`src/rtl/warp_fetch_unit.sv`:
```
// Warp fetch stage: holds the warp PC, reads the instruction ROM and buffers {inst, pc} for decode.
// Optional perf counters (fetch_count / stall_count) are built when FETCH_PERF_CNT_EN is defined.
module warp_fetch_unit #(
    parameter int          PC_WIDTH    = 8,
    parameter int          INST_WIDTH  = 16,
    parameter int          IBUF_DEPTH  = 4,
    parameter logic [3:0]  EXIT_OPCODE = 4'b0000
) (
    input  logic                  clk,
    input  logic                  rst,
    input  logic                  start,
    input  logic [PC_WIDTH-1:0]   start_pc,
    output logic [PC_WIDTH-1:0]   imem_addr,
    input  logic [INST_WIDTH-1:0] imem_data,
    input  logic                  redirect_valid,
    input  logic [PC_WIDTH-1:0]   redirect_pc,
    output logic                  inst_valid,
    input  logic                  inst_ready,
    output logic [INST_WIDTH-1:0] inst_data,
    output logic [PC_WIDTH-1:0]   inst_pc,
    output logic                  busy,
    output logic                  done
`ifdef FETCH_PERF_CNT_EN
   ,output logic [15:0]           fetch_count,
    output logic [15:0]           stall_count
`endif
);
    localparam int PTR_W = $clog2(IBUF_DEPTH);
    localparam int CNT_W = PTR_W + 1;

    typedef enum logic [1:0] {S_IDLE, S_FETCH, S_DRAIN, S_DONE} state_t;

    state_t                                 state_q, state_d;
    logic [PC_WIDTH-1:0]                    pc_q, pc_d;
    logic [PTR_W-1:0]                       head_q, head_d, tail_q, tail_d;
    logic [CNT_W-1:0]                       cnt_q, cnt_d;
    logic [IBUF_DEPTH-1:0][INST_WIDTH-1:0]  ibuf_inst_q;
    logic [IBUF_DEPTH-1:0][PC_WIDTH-1:0]    ibuf_pc_q;

    logic push, pop, clr, not_full;

    assign not_full = (cnt_q < CNT_W'(IBUF_DEPTH));

    always_comb begin
        state_d = state_q;
        pc_d    = pc_q;
        push    = 1'b0;
        pop     = 1'b0;
        clr     = 1'b0;
        done    = 1'b0;
        case (state_q)
            S_IDLE: begin
                if (start) begin
                    clr     = 1'b1;
                    pc_d    = {start_pc[PC_WIDTH-1:1], 1'b0};
                    state_d = S_FETCH;
                end
            end
            S_FETCH, S_DRAIN: begin
                // Redirect wins over push and pop; a head handshaken now is dropped.
                if (redirect_valid) begin
                    clr     = 1'b1;
                    pc_d    = {redirect_pc[PC_WIDTH-1:1], 1'b0};
                    state_d = S_FETCH;
                end else begin
                    pop = (cnt_q != '0) && inst_ready;
                    if (state_q == S_FETCH && not_full) begin
                        push = 1'b1;
                        if (imem_data[INST_WIDTH-1 -: 4] == EXIT_OPCODE)
                            state_d = S_DRAIN;
                        else
                            pc_d = pc_q + PC_WIDTH'(2);
                    end
                    if (state_q == S_DRAIN && pop && cnt_q == CNT_W'(1))
                        state_d = S_DONE;
                end
            end
            S_DONE: begin
                done    = 1'b1;
                state_d = S_IDLE;
            end
            default: state_d = S_IDLE;
        endcase

        if (clr) begin
            head_d = '0;
            tail_d = '0;
            cnt_d  = '0;
        end else begin
            head_d = head_q + PTR_W'(pop);
            tail_d = tail_q + PTR_W'(push);
            cnt_d  = cnt_q + CNT_W'(push) - CNT_W'(pop);
        end
    end

    always_ff @(posedge clk) begin
        if (rst) begin
            state_q     <= S_IDLE;
            pc_q        <= '0;
            head_q      <= '0;
            tail_q      <= '0;
            cnt_q       <= '0;
            ibuf_inst_q <= '0;
            ibuf_pc_q   <= '0;
        end else begin
            state_q <= state_d;
            pc_q    <= pc_d;
            head_q  <= head_d;
            tail_q  <= tail_d;
            cnt_q   <= cnt_d;
            if (push) begin
                ibuf_inst_q[tail_q] <= imem_data;
                ibuf_pc_q[tail_q]   <= pc_q;
            end
        end
    end

    assign imem_addr  = pc_q;
    assign inst_valid = (cnt_q != '0);
    assign inst_data  = ibuf_inst_q[head_q];
    assign inst_pc    = ibuf_pc_q[head_q];
    assign busy       = (state_q == S_FETCH) || (state_q == S_DRAIN);

`ifdef FETCH_PERF_CNT_EN
    logic [15:0] fetch_cnt_q, stall_cnt_q;

    always_ff @(posedge clk) begin
        if (rst || (state_q == S_IDLE && start)) begin
            fetch_cnt_q <= '0;
            stall_cnt_q <= '0;
        end else begin
            if (push && fetch_cnt_q != 16'hFFFF)
                fetch_cnt_q <= fetch_cnt_q + 16'd1;
            if (state_q == S_FETCH && !not_full && stall_cnt_q != 16'hFFFF)
                stall_cnt_q <= stall_cnt_q + 16'd1;
        end
    end

    assign fetch_count = fetch_cnt_q;
    assign stall_count = stall_cnt_q;
`endif
endmodule

```
`config.mk`:
```
export PLATFORM = sky130hd
export DESIGN_NAME = warp_fetch_unit
export DESIGN_NICKNAME = d
export VERILOG_FILES = /design/src/rtl/warp_fetch_unit.sv
export SDC_FILE = /design/constraint.sdc
export NUM_CORES = 1
export LEC_CHECK = 0
export ABC_CLOCK_PERIOD_IN_PS = 2000
export CELL_PAD_IN_SITES_DETAIL_PLACEMENT = 1
export CELL_PAD_IN_SITES_GLOBAL_PLACEMENT = 1
export CORE_MARGIN = 5
export CORE_UTILIZATION = 25
export CTS_CLUSTER_DIAMETER = 100
export DETAILED_ROUTE_END_ITERATION = 6
export GPL_TIMING_DRIVEN = 0
export PLACE_DENSITY_LB_ADDON = 0.3
export SYNTH_ARGS = -nofsm -noshare
export SYNTH_HDL_FRONTEND = slang
export SYNTH_SLANG_ARGS = --single-unit
```
`constraint.sdc`:
```
create_clock -name clk -period 2 [get_ports clk]
set_input_delay 0.2 -clock clk [delete_from_list [all_inputs] [get_ports clk]]
set_output_delay 0.2 -clock clk [all_outputs]
set_load 0.05 [all_outputs]
```
==> results of run 1 <==
what timing repair did:
item                       4_1_cts  5_1_grt
hold endpoints to repair         0        0
gates resized for setup        159       30
setup endpoints to repair       91       85
gates cloned                     1        0
buffers inserted                 5        4
pin swaps                        1        5
hold buffers                     0        0
metrics by stage:
| stage | power (mW) | TNS [ns] | area (um^2) | std cells |
|---|---|---|---|---|
| 3_5_place_dp | 2.85 | -20.76 | 5960 | 912 |
| 4_1_cts | 4.58 | -0.0755 | 6390 | 933 |
| 3_3_place_gp | 2.84 | -17.80 | 5960 | 912 |
| 5_1_grt | 4.73 | -0.299 | 6470 | 936 |
| 6_report | 4.54 | -0.00881 | 6470 | 936 |
| 2_1_floorplan | 2.61 | -0.0697 | 4980 | 582 |
cell usage after synthesis (4+ instances only):
cell type,n
sky130_fd_sc_hd__a21oi_1,100
sky130_fd_sc_hd__buf_2,11
sky130_fd_sc_hd__buf_4,4
sky130_fd_sc_hd__buf_6,8
sky130_fd_sc_hd__clkbuf_1,24
sky130_fd_sc_hd__dfxtp_1,108
sky130_fd_sc_hd__ha_1,8
sky130_fd_sc_hd__inv_1,7
sky130_fd_sc_hd__mux4_2,23
sky130_fd_sc_hd__nand2_1,193
sky130_fd_sc_hd__nand2b_1,9
sky130_fd_sc_hd__nand3_1,8
sky130_fd_sc_hd__nor2_1,15
sky130_fd_sc_hd__o21ai_0,7
sky130_fd_sc_hd__xnor2_1,5
metal layers:
layer | vias to the layer above | routed length, um | share of wire | global-route usage
met5 | - | 0 | 0 | 0
met4 | 0 | 204 | 0.012 | 0.0320
met3 | 17 | 640 | 0.039 | 0.0394
met2 | 71 | 8490 | 0.51 | 0.274
met1 | 2218 | 7220 | 0.44 | 0.186
li1 | 2131 | - | - | -
critical path: cells and delay by family (launching register included):
family | cells | cell delay (ns)
buffers and inverters | 2 | 0.09
xor gates and xnor gates | 2 | 0.33
adders and majority gates | 3 | 0.85
AOI/OAI and AO/OA | 1 | 0.10
DFF | 1 | 0.39
and+or+nand+nor | 2 | 0.12
report_power, final:
group          total, mW  switching (mW)  internal [mW]  leakage, nW
Clock               1.72           0.837          0.883        0.136
Sequential          2.21          0.0308           2.18        0.876
Combinational      0.609           0.382          0.226         1.16
Total               4.54            1.25           3.29         2.17
cells by family after synthesis:
family,Yosys count,share of synthesized area
buffers and inverters,57,0.0614
other,1,0.000760
adder cells (fa/ha/maj),9,0.0243
AO/OA/AOI/OAI,127,0.140
flip-flops,108,0.438
XOR/XNOR,8,0.0142
multiplexers,25,0.109
AND/OR/NAND/NOR,246,0.212
path summary, 6_finish.rpt:
check | slack [ns] | endpoint | startpoint | cells after the start
worst min-delay path | 0.36 | imem_addr[5] | redirect_valid | 4
worst max-delay path | -0.009 | cnt_q[2] | state_q[0] | 10
worst min register to register | 0.46 | ibuf_inst_q[21] | ibuf_inst_q[21] | 2
worst max register to register | -0.009 | cnt_q[2] | state_q[0] | 10
state kept, by name, indices dropped and copies added (netlist names):
register / count
ibuf_inst_q: 64
ibuf_pc_q: 28
head_q: 2
imem_addr: 7
state_q: 2
tail_q: 2
cnt_q: 3
final cells by class:
class | instances | area, um^2
Tap cell | 265 | 332
Inverter | 8 | 35.0
Sequential cell | 108 | 2170
Fill cell | 2295 | 13000
Timing Repair Buffer | 75 | 732
Clock buffer | 11 | 243
Buffer | 47 | 338
Multi-Input combinational cell | 417 | 2580
Clock inverter | 5 | 35.0
==> parameters.txt, run 1 <==
Parameter                              Value

Clock tree
  Deepest level of the CTS H-tree ... 3
  CTS root buf ... sky130_fd_sc_hd__clkbuf_16
  Clock Pin Slew Worst Setup and Hold Paths ... 0.07 ns
  CTS Buf Count ... 9
  Clock tree from TritonCTS ... done
  Clock latency reported for the late side of the worst-skew pair ... 0.36 ns
  Deepest clock path buffer count ... 2
  Number of sinks handled by clock tree synthesis ... 108

Floorplanning
  Total die area ... 22,600 um^2
  Floorplan core area ... 19,500 um^2
  Starting density of the core ... 0.254
  Die outline width ... 150 um
  Number of I/O pins ... 72
  Cell row count ... 51
  Die height ... 150 um

STA
  Final-report max-slew violation count ... 0
  Worst setup skew after layout ... 0.00655 ns
  Crit path time final ... 2.01 ns
  Slew at the pin closest to its max-slew limit ... 0.770 ns
  Fin Hold WS ... 0.360 ns
  Final setup violation count ... 1
  Highest achievable clock rate ... 498 MHz
  Slew Limit Headroom ... 0.486
  Final worst-path setup slack ... -0.00881 ns
  Fin. Hold Viols ... 0
  Post-route clock period utilization ... 1.00
  RSZ-0062 raised after global routing ... true

Synthesis
  Post-synthesis sequential element count ... 108
  EDFF count, synth ... 0
  Unique cell type count in the Yosys netlist ... 43
  Share of synthesized area occupied by flip-flops and latches ... 0.438
  Main flop type after synthesis ... sky130_fd_sc_hd__dfxtp_1
  Post-Synthesis Cell Area ... 4930 um^2
  Synth Area per Inst ... 8.49 um^2
  Synth top area cells ... sky130_fd_sc_hd__dfxtp_1, sky130_fd_sc_hd__nand2_1, sky130_fd_sc_hd__mux4_2
  YS warnings ... 0
  Synth area leader ... sky130_fd_sc_hd__dfxtp_1
  Share of synthesized flip-flops with an asynchronous set or reset ... 0
  Syn Inst Count ... 581
  Proportion of netlist area held by the largest area contributor ... 0.438

Global route
  Overflow left after global routing ... 0
  Global routing usage summed across all routing layers ... 0.153
  Via count of the first global-routing pass ... 4,900
  Maximum number of pins on one net before global-route repair ... 18
  Global-route wire length before repair ... 26.6 mm
  Number of antenna violations at the first check in global routing ... 0

Route
  Final antenna-violating net count ... 0
  Detailed-route wire length per cell ... 17.7 um
  Count of TritonRoute iterations in the first routing pass ... 4
  Number of vias after detailed routing ... 4,437
  Post-detailed-route via-to-cell ratio ... 4.74
  Final wirelength ... 16.6 mm
  Starting DRC count in detailed routing ... 183
  Remaining DRCs ... 0

Placed design
  Number of I/O port buffers ... 65
  Placer congestion estimate ... 0.793
  Place WS ... -0.724 ns
  Detailed placement HPWL ... 11.8 mm

Cells and area
  Most frequent standard cell in the layout excluding fill and tap cells ... sky130_fd_sc_hd__nand2_1
  Post-route core utilization ... 0.332
  Synthesis-to-finish area growth ... 31.1%
  Antenna Diode Count ... 0
  Nets ... 712
  Most frequent cells in the layout ... sky130_fd_sc_hd__nand2_1, sky130_fd_sc_hd__dfxtp_1, sky130_fd_sc_hd__a21oi_1
  Fraction of layout cells with a size suffix above 1 ... 0.197

Job
  Number of maximum-capacitance violations ... 0

Setup path
  Cells traversed along the worst timing path ... inv_4 > ha_4 > nand2b_4 > a21oi_2 > ha_2 > inv_2 > fa_2 > xor2_2 > xnor2_1 > nor2_1
  Required time at the worst-slack endpoint ... 2.23 ns
  CP max-delay cell ... sky130_fd_sc_hd__dfxtp_4
  Largest fanout of any net on the critical path ... 6
  Type of the setup path with the least slack ... register to register
  Arrival time at the worst endpoint ... 2.24 ns
  Kind of end point of the critical path ... register
  Stage delay of the slowest cell on the critical path ... 0.39 ns
  Element type at the critical path start ... register

Outcome
  Outcome ... finished, violations left
  Violations in the final reports ... negative setup slack

Power and ir drop
  Static Leak ... 2.17 nW
  Worst-case vdd ir drop ... 352 uV
  Power density of the placed cells ... 702 nW/um^2

Worst hold path
  Path type of the worst min-delay path ... input port to register
Power figures use the tool's default switching activity.
==> run 2, diff against run 1 <==
CORE_MARGIN = 2   (was 5)
==> parameters.txt, run 2 (synthesis results as in run 1) <==
Parameter                              Value

Setup path
  Element type at the critical path start ... register
  Type of the setup path with the least slack ... register to register
  Stage delay of the slowest cell on the critical path ... 0.38 ns
  Kind of end point of the critical path ... register
  Dominant delay contributor by cell family on the critical path ... adder cells
  Arrival time at the worst endpoint ... 2.22 ns
  Reg2reg setup slack ... 0.004 ns
  Largest fanout of any net on the critical path ... 5
  Required time at the worst-slack endpoint ... 2.22 ns
  Cells traversed along the worst timing path ... inv_4 > ha_4 > nand2b_4 > a21oi_2 > ha_2 > inv_2 > fa_2 > xor2_1 > xnor2_1 > nor2_1
  Crit path buf inv count ... 2
  CP max-delay cell ... sky130_fd_sc_hd__dfxtp_4

Clock tree
  Hold Buf Count CTS ... 0
  Clock Pin Slew Worst Setup and Hold Paths ... 0.08 ns
  Deepest clock path buffer count ... 2
  Clock tree from TritonCTS ... done
  Deepest level of the CTS H-tree ... 3
  Number of sinks handled by clock tree synthesis ... 108
  Clock latency reported for the late side of the worst-skew pair ... 0.37 ns
  CTS Buf Count ... 9
  CTS root buf ... sky130_fd_sc_hd__clkbuf_16

Floorplanning
  Floorplan core area ... 19,400 um^2
  Die height ... 144 um
  Total die area ... 20,900 um^2
  Number of I/O pins ... 72
  Starting density of the core ... 0.254
  Cell row count ... 51
  Die outline width ... 144 um

Cells and area
  Post-route core utilization ... 0.335
  Nets ... 713
  Most frequent standard cell in the layout excluding fill and tap cells ... sky130_fd_sc_hd__nand2_1
  Design Area, Final ... 6500 um^2
  Number of flip-flops under the largest register name ... 64
  Largest Register ... ibuf_inst_q
  Antenna Diode Count ... 0
  Fraction of layout cells with a size suffix above 1 ... 0.191
  Synthesis-to-finish area growth ... 31.7%
  Total of fill cells in the finished design ... 2,295
  Most frequent cells in the layout ... sky130_fd_sc_hd__nand2_1, sky130_fd_sc_hd__dfxtp_1, sky130_fd_sc_hd__a21oi_1

STA
  Fin Hold WS ... 0.371 ns
  Final-report max-slew violation count ... 0
  Crit path time final ... 2.00 ns
  RSZ-0062 raised after global routing ... true
  Slew Limit Headroom ... 0.530
  Post-route clock period utilization ... 0.998
  Worst setup skew after layout ... 0.0123 ns
  Fin. Hold Viols ... 0
  Highest achievable clock rate ... 501 MHz
  Final setup violation count ... 0
  Slew at the pin closest to its max-slew limit ... 0.705 ns

Placed design
  Placer congestion estimate ... 0.781
  Post-placement cell area ... 5960 um^2
  Number of I/O port buffers ... 65
  Detailed placement HPWL ... 11.6 mm

Global route
  Number of antenna violations at the first check in global routing ... 0
  Overflow left after global routing ... 0
  Global routing usage summed across all routing layers ... 0.164
  Maximum number of pins on one net before global-route repair ... 16
  Global-route wire length before repair ... 25.5 mm
  Via count of the first global-routing pass ... 4,711

Route
  Final antenna-violating net count ... 0
  Detailed-route wire length per cell ... 17.4 um
  Remaining DRCs ... 0
  Count of TritonRoute iterations in the first routing pass ... 4
  Starting DRC count in detailed routing ... 149
  Final wirelength ... 16.3 mm
  Number of vias after detailed routing ... 4,388
  Post-detailed-route via-to-cell ratio ... 4.69

Power and ir drop
  Static Leak ... 2.20 nW
  Power density of the placed cells ... 724 nW/um^2
  Worst-case vdd ir drop ... 368 uV
  Overall power after layout ... 4.70 mW

Outcome
  Outcome ... finished clean

Job
  Number of maximum-capacitance violations ... 0

Worst hold path
  Path type of the worst min-delay path ... input port to register
[run 2: where the power goes]
part / leakage, nW / internal (mW) / switching, mW / total [mW]
Combinational: 1.17 / 0.227 / 0.381 / 0.608
Sequential: 0.876 / 2.18 / 0.0306 / 2.21
Clock: 0.149 / 1.07 / 0.816 / 1.89
[run 2: worst reg2reg max path, stage by stage (launching register included)]
cell and delay (ns):
sky130_fd_sc_hd__dfxtp_4 0.38, sky130_fd_sc_hd__inv_4 0.05, sky130_fd_sc_hd__ha_4 0.32, sky130_fd_sc_hd__nand2b_4 0.07, sky130_fd_sc_hd__a21oi_2 0.10, sky130_fd_sc_hd__ha_2 0.18
sky130_fd_sc_hd__inv_2 0.04, sky130_fd_sc_hd__fa_2 0.35, sky130_fd_sc_hd__xor2_1 0.16, sky130_fd_sc_hd__xnor2_1 0.15, sky130_fd_sc_hd__nor2_1 0.05
[run 2: per-layer routing]
metal  global-route usage  share of wire  vias up
met1                0.198           0.44     2151
met2                0.285           0.50       84
li1                     -              -     2133
met3               0.0348          0.047       20
met4               0.0618          0.015        0
met5                    0              0        -
[run 2: area by class of cell]
type | count | area [um^2] | share of cell area
well taps | 265 | 332 | 0.0510
inverters | 8 | 37.5 | 0.00577
clock buffers | 14 | 274 | 0.0422
plain buffers | 47 | 343 | 0.0527
repair buffers | 76 | 742 | 0.114
clock inverters | 1 | 30.0 | 0.00462
multi-input cells | 417 | 2570 | 0.395
flip-flops and latches | 108 | 2170 | 0.335
[run 2: stage by stage]
step	setup TNS [ns]	instances	worst slack, ns
3_3_place_gp	-17.01	912	-0.710
2_1_floorplan	-0.0697	582	-0.0697
3_5_place_dp	-19.42	912	-0.738
5_1_grt	-0.106	936	-0.103
4_1_cts	-0.0479	929	-0.0466
6_report	0	936	0.00386
[run 2: final timing paths]
path | cells past startpoint | start | to
max | 10 | state_q[1] | cnt_q[2]
max reg2reg | 10 | state_q[1] | cnt_q[2]
min | 4 | redirect_valid | imem_addr[4]
min reg2reg | 2 | ibuf_inst_q[11] | ibuf_inst_q[11]
[run 2: repair_timing]
item	4_1_cts	5_1_grt
setup endpoints to repair	88	105
setup buffers	3	7
resized for setup	148	48
cloned	0	1
pin swaps	2	5
